**config.mk**
```make
export PLATFORM = sky130hd
export DESIGN_NAME = gamma_mux_scheduler
export DESIGN_NICKNAME = d
export VERILOG_FILES = /design/src/rtl/gamma_mux_scheduler.sv
export SDC_FILE = /design/constraint.sdc
export NUM_CORES = 1
export LEC_CHECK = 0
export BUFFER_PORTS_ARGS = -buffer_cell sky130_fd_sc_hd__clkbuf_2
export CAP_MARGIN = 15
export CORE_MARGIN = 3
export CORE_UTILIZATION = 40
export CTS_BUF_LIST = sky130_fd_sc_hd__clkbuf_4
export DETAILED_ROUTE_END_ITERATION = 10
export GPL_ROUTABILITY_DRIVEN = 1
export PLACE_DENSITY = 0.71
export SYNTH_ARGS = -nofsm -noshare
export SYNTH_HDL_FRONTEND = slang
export SYNTH_SLANG_ARGS = --single-unit
```
**constraint.sdc**
```tcl
create_clock -name aclk -period 3.6 [get_ports aclk]
set_input_delay 0.72 -clock aclk [delete_from_list [all_inputs] [get_ports aclk]]
set_output_delay 0.72 -clock aclk [all_outputs]
set_load 0.03 [all_outputs]
```
**src/rtl/gamma_mux_scheduler.sv**
```systemverilog
// rtl/gamma_mux_scheduler.sv - round-robin scheduler sharing one temporal mux among requesters
//
// Ports:
//   aclk, grst          clock; asynchronous active-high reset
//   req_valid/req_ready per-requester request and one-hot combinational grant (IDLE only)
//   req_select          packed selects, requester i at [i*SELECT_WIDTH +: SELECT_WIDTH]
//   mux_select          select held to the shared mux from the grant cycle onward
//   gamma_start         one-tick strobe at the first RUN tick
//   mux_out             per-lane match outputs from the mux, sampled only in RUN
//   rsp_valid/rsp_ready response handshake; rsp_id = serviced requester, rsp_data = sticky OR
//   busy                high while a service is in RUN or RESP
module gamma_mux_scheduler #(
   parameter int GAMMA_CYCLE_WIDTH = 16,
   parameter int NUM_INPUTS        = GAMMA_CYCLE_WIDTH,
   parameter int SELECT_WIDTH      = $clog2(GAMMA_CYCLE_WIDTH),
   parameter int NUM_REQ           = 4,
   parameter int MUX_LATENCY       = 2,
   parameter int ID_WIDTH          = $clog2(NUM_REQ)
) (
   input  logic                            aclk,
   input  logic                            grst,
   input  logic [NUM_REQ-1:0]              req_valid,
   input  logic [NUM_REQ*SELECT_WIDTH-1:0] req_select,
   output logic [NUM_REQ-1:0]              req_ready,
   output logic [SELECT_WIDTH-1:0]         mux_select,
   output logic                            gamma_start,
   input  logic [NUM_INPUTS-1:0]           mux_out,
   output logic                            rsp_valid,
   input  logic                            rsp_ready,
   output logic [ID_WIDTH-1:0]             rsp_id,
   output logic [NUM_INPUTS-1:0]           rsp_data,
   output logic                            busy
);

   localparam int RUN_TICKS  = GAMMA_CYCLE_WIDTH + MUX_LATENCY;
   localparam int TICK_WIDTH = $clog2(RUN_TICKS);
   localparam logic [TICK_WIDTH-1:0] LAST_TICK = TICK_WIDTH'(RUN_TICKS - 1);

   typedef enum logic [1:0] {IDLE, RUN, RESP} state_t;

   state_t                  state;
   state_t                  state_next;
   logic [TICK_WIDTH-1:0]   tick;
   logic [NUM_INPUTS-1:0]   acc;
   logic [ID_WIDTH-1:0]     last_grant;
   logic [ID_WIDTH-1:0]     id_q;
   logic [ID_WIDTH-1:0]     grant_id;
   logic [ID_WIDTH-1:0]     cand;
   logic [NUM_REQ-1:0]      grant_vec;
   logic                    grant_any;

   // Round-robin search starting just after the last winner. The modulo keeps
   // the pointer legal for non-power-of-two requester counts.
   always_comb begin
      grant_any = 1'b0;
      grant_id  = '0;
      grant_vec = '0;
      cand      = '0;
      for (int k = 1; k <= NUM_REQ; k++) begin
         cand = ID_WIDTH'((int'(last_grant) + k) % NUM_REQ);
         if (!grant_any && req_valid[cand]) begin
            grant_any       = 1'b1;
            grant_id        = cand;
            grant_vec[cand] = 1'b1;
         end
      end
   end

   always_ff @(posedge aclk or posedge grst) begin
      if (grst) begin
         state <= IDLE;
      end else begin
         state <= state_next;
      end
   end

   always_comb begin
      state_next  = state;
      req_ready   = '0;
      gamma_start = 1'b0;
      rsp_valid   = 1'b0;
      busy        = 1'b0;
      case (state)
         IDLE: begin
            // Grant is masked during reset so no requester sees a stray accept.
            if (!grst) begin
               req_ready = grant_vec;
            end
            if (grant_any) begin
               state_next = RUN;
            end
         end
         RUN: begin
            busy        = 1'b1;
            gamma_start = (tick == '0);
            if (tick == LAST_TICK) begin
               state_next = RESP;
            end
         end
         RESP: begin
            busy      = 1'b1;
            rsp_valid = 1'b1;
            if (rsp_ready) begin
               state_next = IDLE;
            end
         end
         default: state_next = IDLE;
      endcase
   end

   always_ff @(posedge aclk or posedge grst) begin
      if (grst) begin
         tick       <= '0;
         acc        <= '0;
         last_grant <= ID_WIDTH'(NUM_REQ - 1);
         mux_select <= '0;
         id_q       <= '0;
      end else begin
         case (state)
            IDLE: begin
               if (grant_any) begin
                  mux_select <= req_select[grant_id*SELECT_WIDTH +: SELECT_WIDTH];
                  id_q       <= grant_id;
                  last_grant <= grant_id;
                  acc        <= '0;
                  tick       <= '0;
               end
            end
            RUN: begin
               // The last tick's mux_out is folded in on the same edge that leaves RUN.
               acc  <= acc | mux_out;
               tick <= tick + TICK_WIDTH'(1);
            end
            default: begin
            end
         endcase
      end
   end

   assign rsp_id   = id_q;
   assign rsp_data = acc;

endmodule

```
Yosys cells after proc, flatten, opt, wreduce, memory -nomap -nowiden
Index checks and enable logic that the tools add are counted.
{ "classes": {"order_cmp": 8, "n_shift": 1, "addsub": 5, "bitwise": 4, "n_mux": 41, "n_eq_ne": 6, "n_reduce_logical": 17} }
{ "op_table": {"columns": ["cell", "count"], "rows": [
  ["$pmux 16 s2", 1],
  ["$mux 4", 6],
  ["$mux 16", 1],
  ["$or 16x16->16", 1],
  ["$shiftx 16x5->4", 1],
  ["$mux 1", 15],
  ["$mux 2", 7],
  ["$lt 2x3->1 const B", 4],
  ["$or 4x4->4", 3],
  ["$pmux 5 s2", 1],
  ["$bmux 1 s2", 4],
  ["$demux 1 s2", 4],
  ["$ge 2x1->1 const B", 4],
  ["$logic_and 1x1->1", 7],
  ["$ne 2x2->1 const B", 3],
  ["$pmux 2 s3", 1],
  ["$add 5x1->5 const B", 1],
  ["$eq 5x5->1 const B", 1],
  ["$logic_not 5->1", 1],
  ["$mux 5", 1],
  ["$add 2x1->2 const B", 2],
  ["$add 2x2->2 const B", 2],
  ["$reduce_and 2->1", 2],
  ["$logic_not 1->1", 3],
  ["other kinds (6)", 6]
]} }
{ "word_totals": {"input_bits": 39, "word_cells": 88, "reg_bits": 31} }

Logic depth before layout (Yosys ltp)
Gate-level depths: netlist of the first run.
{ "logic_depth": {"ltp_word": 15, "mapped_depth": 10, "ltp_nobuf": 8} }

Worst setup path after synthesis of the first run
OpenSTA, ideal clock, no wires.
{ "synth_path": {"path_type": "reg2out", "start": "register last_grant[1]", "end": "output req_ready[0]", "path_buffers": 2, "setup_slack_ns": 0.275, "arrival_time_ns": 2.605, "stages_incl_launch_ff": 9, "path_cell_list": "dfstp_2 > clkbuf_1 > inv_1 > ha_1 > mux4_2 > clkbuf_1 > nor2_1 > a221oi_1 > nor2_1"} }
{ "synth_between": {"elab_chain_len": 15} }
{ "synth_rtl": {"columns": ["item", "line_no", "text"], "rows": [
  ["start, declared", "45", "logic [ID_WIDTH-1:0] last_grant;"],
  ["start signal, assigned", "115", "last_grant <= ID_WIDTH'(NUM_REQ - 1);"],
  ["start signal, assigned", "124", "last_grant <= grant_id;"],
  ["branches (longest 12 deep; another with $lt 2x3->1)", null, null],
  ["$mux 4 (*)", "61", "if (!grant_any && req_valid[cand]) begin"],
  ["$mux 4 (*)", "86", "if (!grst) begin"],
  ["$mux 4 (*)", "83", "case (state)"],
  ["end, declared", "24", "output logic [NUM_REQ-1:0] req_ready,"]
]} }
Mark *: on every way between the ends. The select of a mux whose other input is x is not followed.

Final worst setup path of the first run
{ "layout_path": {"start": "register last_grant[0]", "end": "output req_ready[2]"} }
Same word-level chain as after synthesis.

==> flow_summary.yaml, run 1 <==
logic_synthesis:
  synth_area_per_cell_um2: 9.59
  syn_inst: 218
  synthArstFlopShare: 1.00
  synth_top_area_frac: 0.347
  synthMostInstantiatedCell: "nor2_1"
  yosys-top-cells-count: "nor2_1 (34), dfrtp_1 (29), a21oi_1 (22)"
  ys_types: 50
  synth_edf_count: 0
  synth-warning-count: 0
  syn_area_um2: 2090
  ys_top_cells_by_area: "dfrtp_1 (35%), ha_1 (8.4%), nor2_1 (6.1%), mux2i_1 (5.7%), a21oi_1 (5.3%)"
  ys_ff_latch: 31
  synth_nets: 271
  yosys.area.top_type: "dfrtp_1"
  synth_flop_cell: "dfrtp_1"
  ys_seq_area_frac: 0.372
critical_path:
  critPathMaxFanout: 9
  crit_path_frequent_cell: "nor2_1"
  timing.rr.end: "mux_select[0]"
  cp-start-kind: "flip-flop"
  crit_slowest_cell: "dfstp_4"
  endpoint_kind: "primary output"
  cpPeakStageDelay_ps: 660
  rr_startpoint: "last_grant[1]"
  r2r_setup_slack_ps: 770
  cp.required_ps: 2880
  rr_worst_depth: 7
  path_buf_inv: 2
  critPathKind: "flip-flop to primary output"
  cpLargestDelayFamily: "flip-flops"
  crit_chain: "buf_4, mux4_2, nor2b_4, a22oi_1, nor2_1, a221oi_1, nor2_1, clkbuf_2"
  cp.arrival_ps: 2620
die:
  die_area_um2: 6130
  die_w_um: 78.3
  core_area_um2: 4880
  num_rows: 25
  io_pins: 68
  fp.dieH_um: 78.3
  initial_utilization: 0.428
detailed_routing:
  post_drt_wl_per_cell_um: 13.5
  firstDrtPassIters: 4
  drc: 0
  drt-initial-drc-count: 138
  ant_nets: 0
  wl_um: 4790
  num_vias: 1835
  viasPerCell: 5.17
finish:
  multi_input_area_um2: 1190
  stdcell_count: 355
  fillers: 470
  drive_gt1_frac: 0.337
  antenna_cells: 0
  nets: 340
  seq_area_um2: 786
  syn2layout_area_growth_pct: 22.4
placed_design:
  dp_worst_setup_slack_ps: 438
  gp_congestion: 0.843
  dp_cells: 343
  dp_hpwl_um: 3640
  numPortBuffers: 67
outcome:
  outcome: "finished, final reports clean"
clock_network:
  cts-root-buf: "clkbuf_4"
  clock-sinks: 31
  cts_hold_buf: 0
  clk_latency_ps: 320
  htreeDepth: 2
  clk_pin_slew_ps: 90
  tritoncts.num_buffers: 5
  cts_tree: "yes"
  clk_path_buf_depth: 2
power:
  power.leakage_nw: 1.23
  power_mw: 2.59
  ir_worst_vdd_v: 0.000537
  cellPowerDensity_nw_per_um2: 1010
global_route:
  overflow: 0
  grt_pass1_vias: 1826
  grt_use_total: 0.168
  grt_pass1_wl_um: 8380
  grt_antenna_before_repair: 0
  grt_start_max_net_pins: 32
sta:
  worst-slew-pin-transition_ps: 615
  finClkSkew_ps: 1.83
  finalWorstSetupSlack_ps: 255
  rsz0062_at_grt: "false"
  finalCritPeriodShare: 0.929
  hold_ws_ps: 499
  hold_viol: 0
  finalSetupViolCount: 0
  min_period_ps: 3340
  max_freq_ghz: 0.299
  max_slew_margin: 0.590
  final_max_slew_viol_count: 0
  fin_tns_setup_ps: 0
worst_hold_path:
  hp-class: "input pin to async pin"
flow_run:
  max_cap_viol_count: 0
-- per-layer routing --
| layer | share of wire | global-route usage |
|---|---|---|
| met1 | 0.49 | 0.248 |
| met2 | 0.42 | 0.240 |
| met3 | 0.073 | 0.0447 |
| met4 | 0.012 | 0.0472 |
| met5 | 0 | 0 |
-- through the flow --
step | utilization | cell area (um2)
global route | 0.524 | 2560
finish | 0.524 | 2560
detailed placement | 0.506 | 2470
CTS | 0.517 | 2520
floorplan | - | 2090
global placement | 0.506 | 2470
-- flip-flops by register name, summed over array words and instances, names as in the netlist --
register and cells:
last_grant 2, rsp_id 2, tick 5, mux_select 4, state 2, rsp_data 16
-- worst reg2reg max path: stages (launching register included) --
cell	delay (ps)
dfstp_4	640
inv_1	110
ha_1	340
mux4_2	520
nor3_1	430
mux2i_1	230
mux2i_1	90
a221o_2	350
-- report_power, final --
part | total, mW | switching, mW | leakage, nW | internal, mW
clock | 0.192 | 0.112 | 0.0307 | 0.0798
sequential | 0.661 | 0.123 | 0.375 | 0.538
combinational | 1.74 | 1.08 | 0.824 | 0.657
total | 2.59 | 1.32 | 1.23 | 1.27
-- area by class of cell --
class,count,area share
multi-input combinational,162,0.466
inverter,11,0.0161
clock buffer,6,0.0176
sequential,31,0.307
tap,67,0.0328
timing repair buffer,76,0.157
clock inverter,2,0.00293
-- repair_timing --
action                     4_1_cts  5_1_grt
setup endpoints to repair        0        4
buffers inserted                 0        4
resized for setup                0        2
-- layout by cell type (no fill, tap or decap), types with 4 or more instances in the layout --
cell / count
a221oi_1: 4
buf_4: 9
ha_1: 14
a21oi_1: 22
clkbuf_4: 6
mux2i_1: 12
nand2_1: 10
nor4_1: 4
clkbuf_2: 67
inv_1: 10
nor2_1: 34
o21ai_0: 4
a22oi_1: 5
dfrtp_1: 29
-- how the worst max path moves through the flow --
stage	from	endpoint	slack [ps]	cells past startpoint
global route	last_grant[0]	req_ready[3]	50	9
CTS	last_grant[1]	req_ready[3]	60	9
finish	last_grant[0]	req_ready[2]	260	8
global placement	last_grant[1]	req_ready[0]	490	9
detailed placement	last_grant[1]	req_ready[3]	440	9
floorplan	last_grant[1]	req_ready[0]	270	8
-- kinds of logic after synthesis --
| group | count (synthesis) | synth area share |
|---|---|---|
| fa+ha+maj | 14 | 0.0838 |
| buf+inv | 25 | 0.0574 |
| compound gates | 59 | 0.205 |
| mux | 17 | 0.102 |
| flops | 31 | 0.372 |
| simple gates | 66 | 0.154 |
| xor+xnor | 6 | 0.0251 |
(Power assumes the default switching activity.)
==> inputs of run 2 (changes only) <==
Clock period 3.6 ns to 4.15 ns, I/O delays scaled along.
==> flow_summary.yaml, run 2 (same netlist as run 1, synthesis figures left out) <==
outcome:
  outcome: "finished, final reports clean"
placed_design:
  numPortBuffers: 67
  dp_hpwl_um: 3630
  gp_congestion: 0.803
sta:
  max_slew_margin: 0.472
  fin_tns_setup_ps: 0
  rsz0062_at_grt: "false"
  final_max_slew_viol_count: 0
  hold_viol: 0
  finalCritPeriodShare: 0.916
  worst-slew-pin-transition_ps: 785
  finalSetupViolCount: 0
  finClkSkew_ps: 4.71
  max_freq_ghz: 0.263
  min_period_ps: 3800
clock_network:
  cts_setup_buffers: 0
  post_cts_resized: 0
  tritoncts.num_buffers: 5
  htreeDepth: 2
  clk_path_buf_depth: 2
  cts_tree: "yes"
  clock-sinks: 31
  cts-root-buf: "clkbuf_4"
  clk_latency_ps: 330
  clk_pin_slew_ps: 100
  cts_hold_buf: 0
critical_path:
  cp.required_ps: 3320
  critPathKind: "flip-flop to primary output"
  rr_startpoint: "last_grant[0]"
  cp-start-kind: "flip-flop"
  crit_start: "last_grant[0]"
  rr_worst_depth: 7
  r2r_setup_slack_ps: 920
  timing.rr.end: "mux_select[0]"
  endpoint_kind: "primary output"
  critPathMaxFanout: 21
  critPathCapture: "req_ready[3]"
  cp.arrival_ps: 2970
global_route:
  grt_pass1_wl_um: 8090
  overflow: 0
  grt_pass1_vias: 1747
  grt_antenna_before_repair: 0
  grt_start_max_net_pins: 33
  grt_use_total: 0.164
die:
  fp.dieH_um: 78.3
  die_w_um: 78.3
  io_pins: 68
  die_area_um2: 6130
  core_area_um2: 4880
  num_rows: 25
  initial_utilization: 0.428
power:
  cellPowerDensity_nw_per_um2: 898
  power.leakage_nw: 1.21
  ir_worst_vdd_v: 0.000494
  power_mw: 2.27
detailed_routing:
  num_vias: 1865
  firstDrtPassIters: 4
  ant_nets: 0
  drc: 0
  post_drt_wl_per_cell_um: 13.8
  wl_um: 4830
  drt-initial-drc-count: 131
  viasPerCell: 5.34
finish:
  largest_reg_flops: 16
  fillers: 479
  mostFrequentLayoutCells: "clkbuf_2 (67), nor2_1 (34), dfrtp_1 (29)"
  nets: 334
  syn2layout_area_growth_pct: 21.0
  mostFrequentLayoutCell: "clkbuf_2"
  antenna_cells: 0
  drive_gt1_frac: 0.326
worst_hold_path:
  hp-class: "flip-flop to flip-flop"
flow_run:
  max_cap_viol_count: 0
-- run 2: changes by cell type in the layout (fill, tap and decap cells not counted), sizes merged --
cell / before / now
buf: 9 / 3
bufinv: 0 / 1
clkbuf: 73 / 72
-- run 2: power breakdown --
group | internal, mW | leakage (nW) | total, mW | switching [mW]
Sequential | 0.461 | 0.374 | 0.613 | 0.152
Clock | 0.124 | 0.0426 | 0.227 | 0.103
Combinational | 0.539 | 0.794 | 1.43 | 0.894
-- run 2: worst max-delay path, cell delays in order, from the launching register on --
cell      delay, ps
dfstp_2         860
clkinv_1        180
ha_1            360
mux4_2          360
nor2b_4         190
a22oi_1         150
nor2_1           60
a221oi_1        220
nor2_1           70
clkbuf_2        180
-- run 2: final cells by class --
| class | count | area (um2) | area share |
|---|---|---|---|
| Timing Repair Buffer | 70 | 358 | 0.141 |
| Multi-Input combinational cell | 162 | 1190 | 0.471 |
| Clock inverter | 3 | 38.8 | 0.0153 |
| Clock buffer | 5 | 37.5 | 0.0148 |
| Sequential cell | 31 | 778 | 0.308 |
| Inverter | 11 | 41.3 | 0.0163 |
| Tap cell | 67 | 83.8 | 0.0331 |
-- run 2: per-layer routing --
layer  wire length (um)  up-vias  GRT usage
li1                   -      915          -
met1               2340      881      0.228
met2               2100       62      0.252
met3                340        7     0.0413
met4                 46        0     0.0507
met5                  0        -          0
-- run 2: metrics by stage --
stage | worst slack (ps) | hold slack, ps | area (um2) | util | cells
after detailed placement | 712 | 476 | 2450 | 0.503 | 341
after floorplan | 715 | 486 | 2090 | - | 218
after CTS | 335 | 500 | 2530 | 0.518 | 349
final | 347 | 496 | 2530 | 0.518 | 349
after global placement | 799 | 468 | 2450 | 0.503 | 341
after global routing | 87.1 | 523 | 2530 | 0.518 | 349
-- run 2: how the worst min path moves through the flow --
stage	from	endpoint	slack, ps	cells past startpoint
2_1_floorplan	state[1]	state[1]	490	1
3_3_place_gp	rsp_id[0]	rsp_id[0]	470	2
3_5_place_dp	rsp_id[0]	rsp_id[0]	480	2
4_1_cts	rsp_id[0]	rsp_id[0]	500	2
5_1_grt	rsp_id[0]	rsp_id[0]	520	2
6_report	rsp_id[0]	rsp_id[0]	500	2
